===== src/rtl/imem_loader_pkg.sv =====
// Shared definitions for the instruction-memory loader.
//
// Contents:
//   DEFAULT_MAX_WORDS : default instruction-memory depth in 32-bit words
//   state_t           : loader FSM states, fixed 3-bit encodings
//   state_rx_ready()  : states in which the byte stream is accepted
//   state_busy()      : states that count as an active load session
//
// The optional trailing-checksum feature is selected by the macro
// IMEM_LOADER_CHECKSUM_EN in the top level. S_CSUM always exists here,
// but the top level never enters it when the macro is undefined.

package imem_loader_pkg;

    localparam int DEFAULT_MAX_WORDS = 1024;

    typedef enum logic [2:0] {
        S_IDLE  = 3'd0,
        S_HDR0  = 3'd1,
        S_HDR1  = 3'd2,
        S_DATA  = 3'd3,
        S_WRITE = 3'd4,
        S_CSUM  = 3'd5,
        S_DONE  = 3'd6,
        S_ERR   = 3'd7
    } state_t;

    function automatic logic state_rx_ready(input state_t s);
        return (s == S_HDR0) || (s == S_HDR1) || (s == S_DATA) || (s == S_CSUM);
    endfunction

    function automatic logic state_busy(input state_t s);
        return (s == S_HDR0) || (s == S_HDR1) || (s == S_DATA) ||
               (s == S_WRITE) || (s == S_CSUM);
    endfunction

endpackage


===== src/rtl/imem_loader_byte_assembler.sv =====
// byte_assembler: packs four accepted bytes into one little-endian word.
//
// Ports:
//   CLK       : clock, rising edge
//   RESETB    : synchronous active-low reset
//   clear     : synchronous clear at the start of a new load session
//   take      : a data byte is accepted this cycle
//   rx_byte   : the byte being accepted
//   word_done : high in the cycle the 4th byte of a word is accepted
//   word      : the completed word, valid while word_done is high
//
// Only the first three bytes are stored. The fourth byte is still on the
// input when word_done fires, so the completed word is formed by
// concatenating it above the stored bytes; the caller registers it.

module byte_assembler (
    input  logic        CLK,
    input  logic        RESETB,
    input  logic        clear,
    input  logic        take,
    input  logic [7:0]  rx_byte,
    output logic        word_done,
    output logic [31:0] word
);

    logic [1:0]  byte_cnt;
    logic [23:0] shift_reg;

    // Bytes enter at the top and shift down, so the first byte of a word
    // ends up in the lowest byte lane.
    always_ff @(posedge CLK) begin
        if (!RESETB || clear) begin
            byte_cnt  <= 2'd0;
            shift_reg <= 24'd0;
        end else if (take) begin
            byte_cnt  <= byte_cnt + 2'd1;
            shift_reg <= {rx_byte, shift_reg[23:8]};
        end
    end

    assign word_done = take && (byte_cnt == 2'd3);
    assign word      = {rx_byte, shift_reg};

endmodule


===== src/rtl/imem_loader.sv =====
// imem_loader: loads a program into instruction memory from a byte stream.
//
// Stream format: 16-bit little-endian word count N, then N words of four
// little-endian bytes each. When IMEM_LOADER_CHECKSUM_EN is defined, one
// more byte follows: the modulo-256 sum of all data bytes.
//
// Parameters:
//   MAX_WORDS : instruction-memory depth in words (larger N is an error)
//   CNT_W     : width of the header word-count field
//
// Ports:
//   CLK               : clock, rising edge
//   RESETB            : synchronous active-low reset
//   START             : one-cycle pulse that begins a session (IDLE/DONE/ERR)
//   RX_VALID/RX_DATA  : incoming byte stream
//   RX_READY          : loader can take a byte this cycle
//   PROGB             : low for one cycle per word written
//   INPUT_INSTRUCTION : word being written while PROGB is low
//   INPUT_ADDRESS     : byte address of that word
//   CPU_RESETB        : releases the core only in IDLE and DONE
//   BUSY/DONE/ERROR   : session status
//
// Every output is a flop loaded from the next-state decode. As a result,
// outputs always match the current state with no input-to-output path.

module imem_loader
    import imem_loader_pkg::*;
#(
    parameter int MAX_WORDS = DEFAULT_MAX_WORDS,
    parameter int CNT_W     = 16
) (
    input  logic        CLK,
    input  logic        RESETB,
    input  logic        START,
    input  logic        RX_VALID,
    input  logic [7:0]  RX_DATA,
    output logic        RX_READY,
    output logic        PROGB,
    output logic [31:0] INPUT_INSTRUCTION,
    output logic [31:0] INPUT_ADDRESS,
    output logic        CPU_RESETB,
    output logic        BUSY,
    output logic        DONE,
    output logic        ERROR
);

    state_t             state;
    state_t             next_state;
    logic               start_session;
    logic               rx_accept;
    logic [7:0]         count_lo;
    logic [15:0]        hdr_value;
    logic [CNT_W-1:0]   word_count;
    logic [CNT_W-1:0]   word_index;
    logic               word_done;
    logic [31:0]        assembled_word;

    assign rx_accept = RX_VALID && RX_READY;
    assign hdr_value = {RX_DATA, count_lo};

    byte_assembler u_byte_assembler (
        .CLK       (CLK),
        .RESETB    (RESETB),
        .clear     (start_session),
        .take      (rx_accept && (state == S_DATA)),
        .rx_byte   (RX_DATA),
        .word_done (word_done),
        .word      (assembled_word)
    );

`ifdef IMEM_LOADER_CHECKSUM_EN
    logic [7:0] checksum;

    // Running modulo-256 sum of data bytes; header bytes are not included.
    always_ff @(posedge CLK) begin
        if (!RESETB || start_session) begin
            checksum <= 8'd0;
        end else if (rx_accept && (state == S_DATA)) begin
            checksum <= checksum + RX_DATA;
        end
    end
`endif

    // Next-state logic. START only starts a session from IDLE, DONE or ERR.
    // Inside a session it is ignored.
    always_comb begin
        next_state    = state;
        start_session = 1'b0;
        case (state)
            S_IDLE, S_DONE, S_ERR: begin
                if (START) begin
                    next_state    = S_HDR0;
                    start_session = 1'b1;
                end
            end
            S_HDR0: begin
                if (rx_accept) begin
                    next_state = S_HDR1;
                end
            end
            S_HDR1: begin
                if (rx_accept) begin
                    if (hdr_value == 16'd0) begin
`ifdef IMEM_LOADER_CHECKSUM_EN
                        next_state = S_CSUM;
`else
                        next_state = S_DONE;
`endif
                    end else if ({16'd0, hdr_value} > 32'(MAX_WORDS)) begin
                        next_state = S_ERR;
                    end else begin
                        next_state = S_DATA;
                    end
                end
            end
            S_DATA: begin
                if (word_done) begin
                    next_state = S_WRITE;
                end
            end
            S_WRITE: begin
                if ((word_index + CNT_W'(1)) < word_count) begin
                    next_state = S_DATA;
                end else begin
`ifdef IMEM_LOADER_CHECKSUM_EN
                    next_state = S_CSUM;
`else
                    next_state = S_DONE;
`endif
                end
            end
            S_CSUM: begin
`ifdef IMEM_LOADER_CHECKSUM_EN
                if (rx_accept) begin
                    next_state = (RX_DATA == checksum) ? S_DONE : S_ERR;
                end
`else
                // Unreachable without the checksum feature.
                // Fall back to IDLE if the register is ever corrupted.
                next_state = S_IDLE;
`endif
            end
            default: next_state = S_IDLE;
        endcase
    end

    // State, header capture, word index and the registered outputs. The
    // status outputs come from next_state, so they line up with the state.
    always_ff @(posedge CLK) begin
        if (!RESETB) begin
            state             <= S_IDLE;
            count_lo          <= 8'd0;
            word_count        <= '0;
            word_index        <= '0;
            RX_READY          <= 1'b0;
            PROGB             <= 1'b1;
            CPU_RESETB        <= 1'b0;
            BUSY              <= 1'b0;
            DONE              <= 1'b0;
            ERROR             <= 1'b0;
            INPUT_INSTRUCTION <= 32'd0;
            INPUT_ADDRESS     <= 32'd0;
        end else begin
            state      <= next_state;
            RX_READY   <= state_rx_ready(next_state);
            PROGB      <= (next_state != S_WRITE);
            CPU_RESETB <= (next_state == S_IDLE) || (next_state == S_DONE);
            BUSY       <= state_busy(next_state);
            DONE       <= (next_state == S_DONE);
            ERROR      <= (next_state == S_ERR);

            if ((state == S_HDR0) && rx_accept) begin
                count_lo <= RX_DATA;
            end
            if ((state == S_HDR1) && rx_accept) begin
                word_count <= CNT_W'(hdr_value);
            end

            if (start_session) begin
                word_index <= '0;
            end else if (state == S_WRITE) begin
                word_index <= word_index + CNT_W'(1);
            end

            if ((state == S_DATA) && word_done) begin
                INPUT_INSTRUCTION <= assembled_word;
                INPUT_ADDRESS     <= 32'({word_index, 2'b00});
            end
        end
    end

endmodule

===== config.mk =====
export PLATFORM = sky130hd
export DESIGN_NAME = imem_loader
export DESIGN_NICKNAME = d
export VERILOG_FILES = /design/src/rtl/imem_loader_pkg.sv /design/src/rtl/imem_loader_byte_assembler.sv /design/src/rtl/imem_loader.sv
export SDC_FILE = /design/constraint.sdc
export NUM_CORES = 1
export LEC_CHECK = 0
export CAP_MARGIN = 5
export CORE_MARGIN = 2
export CORE_UTILIZATION = 44
export CTS_BUF_LIST = sky130_fd_sc_hd__clkbuf_2 sky130_fd_sc_hd__clkbuf_4 sky130_fd_sc_hd__clkbuf_8
export CTS_CLUSTER_DIAMETER = 120
export DETAILED_ROUTE_END_ITERATION = 8
export PLACE_DENSITY = 0.7
export SLEW_MARGIN = 20
export SYNTH_ARGS = -nofsm -noshare
export SYNTH_HDL_FRONTEND = slang
export SYNTH_SLANG_ARGS = --single-unit

===== constraint.sdc =====
create_clock -name CLK -period 2.69 [get_ports CLK]
set_input_delay 0.538 -clock CLK [delete_from_list [all_inputs] [get_ports CLK]]
set_output_delay 0.538 -clock CLK [all_outputs]
set_load 0.01 [all_outputs]

### Word level (Yosys, flattened, before mapping)

Cells that the tools add are included.

| storage, ports and cells | value |
|---|---|
| flip-flop bits (word level) | 123 |
| logic and storage cells | 64 |
| output and inout port bits | 70 |

| cells by class | value |
|---|---|
| reduce and logical (&&, ||, !) cells | 19 |
| mux-type cells | 10 |
| bitwise operators | 1 |
| add/sub/neg operators | 2 |
| equal/unequal tests | 16 |
| magnitude comparators | 2 |

Operator list:

| operator | count |
|---|---|
| $eq A3 B3 Y1 const B | 8 |
| $mux W3 | 7 |
| $pmux W3 S6 | 1 |
| $add A16 B1 Y16 const B | 1 |
| $gt A16 B11 Y1 const B | 1 |
| $logic_not A16 Y1 | 1 |
| $lt A16 B16 Y1 | 1 |
| $eq A3 B2 Y1 const B | 4 |
| $logic_or A1 B1 Y1 | 7 |
| $eq A3 B1 Y1 const B | 2 |
| $logic_and A1 B1 Y1 | 6 |
| $logic_not A3 Y1 | 2 |
| $ne A3 B3 Y1 const B | 1 |
| $reduce_or A3 Y1 | 1 |
| $add A2 B1 Y2 const B | 1 |
| $eq A2 B2 Y1 const B | 1 |
| $mux W1 | 2 |
| $reduce_or A2 Y1 | 1 |
| $logic_not A1 Y1 | 1 |
| $not A1 Y1 | 1 |

### Logic depth before layout (Yosys ltp)

Gate-level depths: netlist of run 1.

| depth | value |
|---|---|
| word-level depth | 10 |
| mapped depth | 13 |

### Cells and area by module

A second synthesis of run 1 with hierarchy kept.

| unflattened totals | value |
|---|---|
| cells, all modules | 653 |
| area total of the unflattened synthesis | 5430.2 µm² |

By module, submodules not included:

| module | seq. area each (µm²) | cells an instance | area an instance (µm²) | instances |
|---|---|---|---|---|
| imem_loader | 1941.9 | 558 | 4383.0 | 1 |
| byte_assembler | 520.5 | 95 | 1047.3 | 1 |

### Worst setup path after synthesis of run 1

No wires, ideal clock.

| timing path | value |
|---|---|
| kind | register to register |
| start | reg word_index[0] |
| end | reg PROGB |
| library setup time | 0.127 ns |
| arrival | 2.622 ns |
| cell stages (with the launch flop) | 14 |
| setup slack | -0.059 ns |
| period minus slack after synthesis | 2.749 ns |
| required time | 2.563 ns |
| cells stage by stage | dfxtp_1 > ha_1 > and3_1 > nand2_1 > nor3_4 > nand3_1 > xnor2_1 > ha_1 > nand4_1 > nor3_1 > a21oi_2 > a21oi_2 > nor4_1 > or3_1 |

| between the ends | value |
|---|---|
| longest elaborated chain between the ends | 5 |

Ends and longest elaborated chain:

| what | RTL line | text |
|---|---|---|
| from (decl) | imem_loader.sv:54 | `logic [CNT_W-1:0] word_index;` |
| from (signal assigned) | imem_loader.sv:182 | `word_index <= word_index + CNT_W'(1);` |
| $add A16 B1 Y16 | imem_loader.sv:122 | `if ((word_index + CNT_W'(1)) < word_count) begin` |
| $lt A16 B16 Y1 | imem_loader.sv:122 |  |
| $mux W3 | imem_loader.sv:122 |  |
| $pmux W3 S6 | imem_loader.sv:89 | `case (state)` |
| $ne A3 B3 Y1 | imem_loader.sv:166 | `PROGB <= (next_state != S_WRITE);` |
| to (signal assigned) | imem_loader.sv:166 |  |
| to (decl) | imem_loader.sv:38 | `output logic PROGB,` |

Every way passes these cells.
A chain may end at the register's enable or synchronous reset.

### Worst setup path in the final report of run 1

Same ends and word-level chain as after synthesis.

==> impl_results.md, run 1 <==
* Status: complete, but fails checks
* Failing checks: setup timing
* Overall die width at 113.8 um
* Setup Skew at 0.01437 ns
* Crit path max fanout at 3
* Row count at 40
* Die Y at 113.8 um
* CP startpoint: word_index[0]$_SDFFE_PP0P_
* Achievable Freq at 369.0 MHz
* Clock buffer depth at 2
* Antenna violations before repair at 0
* First-pass GRT wire length at 20,610 um
* Drt drc at 0
* Violation count after the first detailed-routing iteration at 230
* Post-detailed-route count of antenna-violating nets at 0
* Most frequent cells in the layout: nand2_1 (176), dfxtp_1 (120), a21oi_1 (94)
* Layout cells sized above 1 at 14.38%
* Gr usage total at 20.18%
* Worst vdd ir at 0.4193 mV
* FF-to-FF Start: word_index[0]$_SDFFE_PP0P_
* Commonest non-fill, non-tap cell in the layout: nand2_1
* Slew @ Worst Pin at 0.5295 ns
* DPL Wire Length at 8865 um
* Reg2Reg Setup Slack at -0.02 ns
* Period minus WS final at 2.710 ns
* P_int at 0.003340 W
* Clock group share of total power at 38.8%
* Slew headroom at 64.70%
* Psw at 0.001392 W
* Routed len/inst at 14.03 um
* Ys async rst share at 0%
* Synthesized area per cell at 8.079 um^2
* Yosys Warn Count at 0
* # clock sinks at 123
* Worst Slack Setup Final at -0.02014 ns
* WL final at 12,790 um
* Post-synth EDFFs at 0
* Die area at 12,960 um^2
* ANT cells at 0
* Max FFs per register at 32
* GPL Wtd Cong at 0.8647
* Final #Nets at 781
* Post-Layout Cell Count at 912
* Unique masters post-synth at 49
* CTS root buf: clkbuf_8
* Hold Vio Cnt, Final at 0
* Clock Latency Late Sink at 0.45 ns
* Startpoint Class: flop
* Largest net degree at the start of global routing at 52
* Most used DFF post-synth: dfxtp_1
* Critical path required time at 3.03 ns
* Vias in the first global route at 4,382
* Crit share post-route at 100.7%
* Pre-CTS setup slack at -0.1594 ns
* Mapped Cells at 657
* # hold bufs at CTS at 0
* RSZ-0062 raised after global routing: true
* Synth-to-Final Area Change at 29.21%
* Via/cell ratio at 5.092
* Sw frac at 29.42%
* Fill cells at 1,081
* Worst EP arrival at 3.05 ns
* Initial Util at 44.56%
* Max Cap Viol at 0
* Hold Startpoint: INPUT_INSTRUCTION[26]$_SDFFE_PN0P_
* H-tree depth at 4
* 1st-pass router iterations at 4
* Final Slew Violations at 0
* Sequential fraction of the synthesis area at 46.39%
* #FFs+latches synth at 123
* Crit. End Element: flop
* Worst setup path class: flop to flop
* Cell Area, Synth at 5308 um^2
* Placed cells at 873
* Total grt overflow at 0
* PortBufs at 65
* Num CTS Buffers at 17
* Power per cell area at 689.9 nW/um^2
* Sequential group share of total power at 42.2%
* Setup tns final at -0.02014 ns
* CTS tree: yes
* Static leakage at 2.493 nW
* Core area at 11,910 um^2
* Hold WC Path Type: flop to flop
* Combinational share of power at 19.0%
* Final setup vio count at 1
* Vias at 4,644
* Ports at 82
* Clock transition at the registers of the reported paths at 0.07 ns
final timing paths:
kind	endpoint	cells after the start
setup / recovery	PROGB$_SDFF_PN1_	13
hold / removal	INPUT_INSTRUCTION[26]$_SDFFE_PN0P_	2
setup reg to reg	PROGB$_SDFF_PN1_	13
hold reg to reg	INPUT_INSTRUCTION[26]$_SDFFE_PN0P_	2
what timing repair did:
item | 4_1_cts | 5_1_grt
pin swaps | 9 | 13
endpoints found under the setup margin | 6 | 6
gates cloned | 0 | 0
buffers inserted | 1 | 6
resized for setup | 5 | 13
power groups by stage:
stage | Sequential, W | Clock, W | Combinational (W)
2_1_floorplan | 0.00199 | 0 | 0.000565
3_3_place_gp | 0.00203 | 0 | 0.000803
3_5_place_dp | 0.00203 | 0 | 0.000816
4_1_cts | 0.00199 | 0.00186 | 0.000844
5_1_grt | 0.00201 | 0.00195 | 0.000980
6_report | 0.00200 | 0.00184 | 0.000898
Yosys cell counts (all sizes together) (4+ instances only):
cell type | instances | area, um^2
ha | 17 | 212.7
clkbuf | 22 | 82.58
nor3 | 10 | 61.31
a31oi | 4 | 25.02
a21oi | 96 | 488.0
nand4 | 5 | 31.28
nor2 | 47 | 186.4
xnor2 | 12 | 105.1
inv | 18 | 67.56
mux2i | 16 | 160.2
o21ai | 7 | 35.03
nand2 | 177 | 664.4
buf | 33 | 214.0
dfxtp | 123 | 2462
nand3 | 21 | 105.1
xor2 | 17 | 148.9
through the flow:
stage	util (%)	total power (W)	area [um^2]	hold slack, ns
finish	57.57	0.004731	6858	0.4560
global route	57.57	0.004938	6858	0.4752
CTS	56.63	0.004699	6745	0.4585
detailed placement	52.62	0.002849	6267	0.4476
global placement	52.62	0.002832	6267	0.4442
floorplan	-	0.002554	5378	0.4321
critical path, cell delays in order, from the launching register on:
cell and delay (ns):
dfxtp_4 0.38, ha_4 0.14, and3_4 0.20, nand2_4 0.06, nor3_4 0.20, nand3_2 0.10
xnor2_1 0.13, ha_1 0.31, nand4_1 0.14, nor3_2 0.21, a21oi_2 0.10, a21oi_2 0.23
nor4_2 0.08, or3_1 0.31
cell type report:
type	count	area [um^2]	area share, %
Multi-Input combinational cell	476	2639	38.48
Sequential cell	123	2471	36.03
Timing Repair Buffer	116	1046	15.25
Clock buffer	19	261.5	3.813
Clock inverter	13	188.9	2.755
Tap cell	147	183.9	2.682
Inverter	18	67.56	0.9852
layer usage:
layer | vias up | wire, um | track usage (%)
met5 | - | 0 | 0
met4 | 0 | 231 | 7.561
met3 | 21 | 505 | 5.313
met2 | 84 | 6537 | 35.73
met1 | 2210 | 5516 | 23.42
li1 | 2329 | - | -
kinds of logic after synthesis:
group | count (synthesis) | synth area share [%]
and+or+nand+nor | 279 | 22.68
adders and majority gates | 17 | 4.007
xor gates and xnor gates | 29 | 4.785
muxes | 16 | 3.017
buffers and inverters | 73 | 6.860
DFF | 123 | 46.39
other | 1 | 0.07065
AOI/OAI and AO/OA | 119 | 12.19
Note: power is estimated with default switching activity, not from simulation.
==> run 2, diff against run 1 <==
--- a/config.mk
+++ b/config.mk
@@ -6,6 +6,7 @@
 export NUM_CORES = 1
 export LEC_CHECK = 0
 export CAP_MARGIN = 5
+export CORE_ASPECT_RATIO = 0.5
 export CORE_MARGIN = 2
 export CORE_UTILIZATION = 44
 export CTS_BUF_LIST = sky130_fd_sc_hd__clkbuf_2 sky130_fd_sc_hd__clkbuf_4 sky130_fd_sc_hd__clkbuf_8
==> impl_results.md, run 2 (synthesized netlist as in run 1, its figures left out) <==
* Row count at 28
* Worst setup path class: flop to flop
* RSZ-0062 raised after global routing: true
* Slew headroom at 55.85%
* Period minus WS final at 2.687 ns
* Layout cells sized above 1 at 14.19%
* CP startpoint: word_index[1]$_SDFFE_PP0P_
* Worst vdd ir at 0.3549 mV
* FF-to-FF Start: word_index[1]$_SDFFE_PP0P_
* Final #Nets at 777
* 1st-pass router iterations at 4
* Achievable Freq at 372.1 MHz
* Status: completed
* Gr usage total at 19.56%
* Post-layout util at 58.02%
* Ports at 82
* Die Y at 81.66 um
* First-pass GRT wire length at 20,220 um
* Max FFs per register at 32
* Total grt overflow at 0
* PortBufs at 65
* Crit share post-route at 99.90%
* Commonest non-fill, non-tap cell in the layout: nand2_1
* Setup Skew at 0.01200 ns
* Vias in the first global route at 4,275
* Num CTS Buffers at 17
* Overall power at 0.004717 W
* Initial Util at 44.96%
* Post-detailed-route count of antenna-violating nets at 0
* GPL Wtd Cong at 0.8861
* Violation count after the first detailed-routing iteration at 247
* Worst Slack Setup Final at 0.002815 ns
* Core area at 11,810 um^2
* Max Cap Viol at 0
* Final Slew Violations at 0
* Antenna violations before repair at 0
* Die area at 13,010 um^2
* Routed len/inst at 13.42 um
* Fill cells at 1,073
* H-tree depth at 4
* Startpoint Class: flop
* CTS root buf: clkbuf_8
* Pre-CTS setup slack at -0.1239 ns
* ANT cells at 0
* Clock buffer depth at 2
* # clock sinks at 123
* # hold bufs at CTS at 0
* Critical path required time at 3.00 ns
* DPL Wire Length at 8435 um
* Hold Vio Cnt, Final at 0
* WL final at 12,430 um
* Vias at 4,591
* Final setup vio count at 0
* Clock Latency Late Sink at 0.43 ns
* Overall die width at 159.3 um
* Static leakage at 2.433 nW
* Worst EP arrival at 3.00 ns
* CTS tree: yes
* Most frequent cells in the layout: nand2_1 (176), dfxtp_1 (120), a21oi_1 (94)
* Crit. End Element: flop
* Synth-to-Final Area Change at 29.07%
* Hold Startpoint: u_byte_assembler.shift_reg[0]$_SDFFE_PP0P_
* Storage cell area at 2471 um^2
* Slew @ Worst Pin at 0.6612 ns
* Largest net degree at the start of global routing at 43
* Via/cell ratio at 4.958
* Crit path max fanout at 3
* Clock transition at the registers of the reported paths at 0.08 ns
* Drt drc at 0
* Power per cell area at 688.6 nW/um^2
* Multi-input logic area at 2643 um^2
* Hold WC Path Type: flop to flop
## run 2: cell count changes in the layout (fill, tap and decap cells not counted), sizes merged
cell,delta
buf,-4
clkinv,-4
clkbuf,+3
clkinvlp,+3
inv,-2
## run 2: worst max-delay path, stage by stage, from the launching register on
cell,delay (ns)
dfxtp_4,0.39
ha_4,0.13
and3_4,0.20
nand2_2,0.08
nor3_4,0.14
nand3_2,0.09
xnor2_1,0.15
ha_1,0.30
nand4_1,0.14
nor3_2,0.22
a21oi_2,0.10
a21oi_2,0.25
nor4_2,0.07
or3_1,0.31
## run 2: layout make-up
class	instances	share of cell area (%)
Inverter	18	0.9863
Clock inverter	10	2.374
Timing Repair Buffer	112	14.65
Multi-Input combinational cell	476	38.58
Tap cell	165	3.014
Clock buffer	22	4.329
Sequential cell	123	36.07
## run 2: final timing paths
check / end / slack (ns) / cells after the start
min: INPUT_INSTRUCTION[0]$_SDFFE_PN0P_ / 0.45 / 2
min reg2reg: INPUT_INSTRUCTION[0]$_SDFFE_PN0P_ / 0.45 / 2
max: PROGB$_SDFF_PN1_ / 0.003 / 13
max reg2reg: PROGB$_SDFF_PN1_ / 0.003 / 13
## run 2: report_power, final
group	switching, W	internal (W)	total (W)
combinational	0.000498	0.000368	0.000866
sequential	0.000103	0.00189	0.00200
clock	0.000737	0.00112	0.00186
total	0.00134	0.00338	0.00472
## run 2: per-stage QoR
stage                     setup TNS [ns]  hold slack (ns)  instance area (um^2)  cells
after CTS                              0           0.4562                  6759    923
after detailed placement         -0.3895           0.4459                  6270    890
final                                  0           0.4517                  6850    926
after global routing             -0.7576           0.4623                  6850    926
after floorplan                        0           0.4321                  5378    672
after global placement                 0           0.4421                  6270    890
## run 2: metal layers
metal,track usage (%),up-vias,routed length (um)
met5,0,-,0
met4,6.909,0,127
met3,5.101,11,410
met2,33.09,83,5711
met1,24.72,2171,6181
li1,-,2326,-
## run 2: what timing repair did
item                       in CTS  in global routing
resized for setup               6                 14
setup endpoints to repair       6                  7
setup buffers                   1                  3
pin swaps                       7                 10
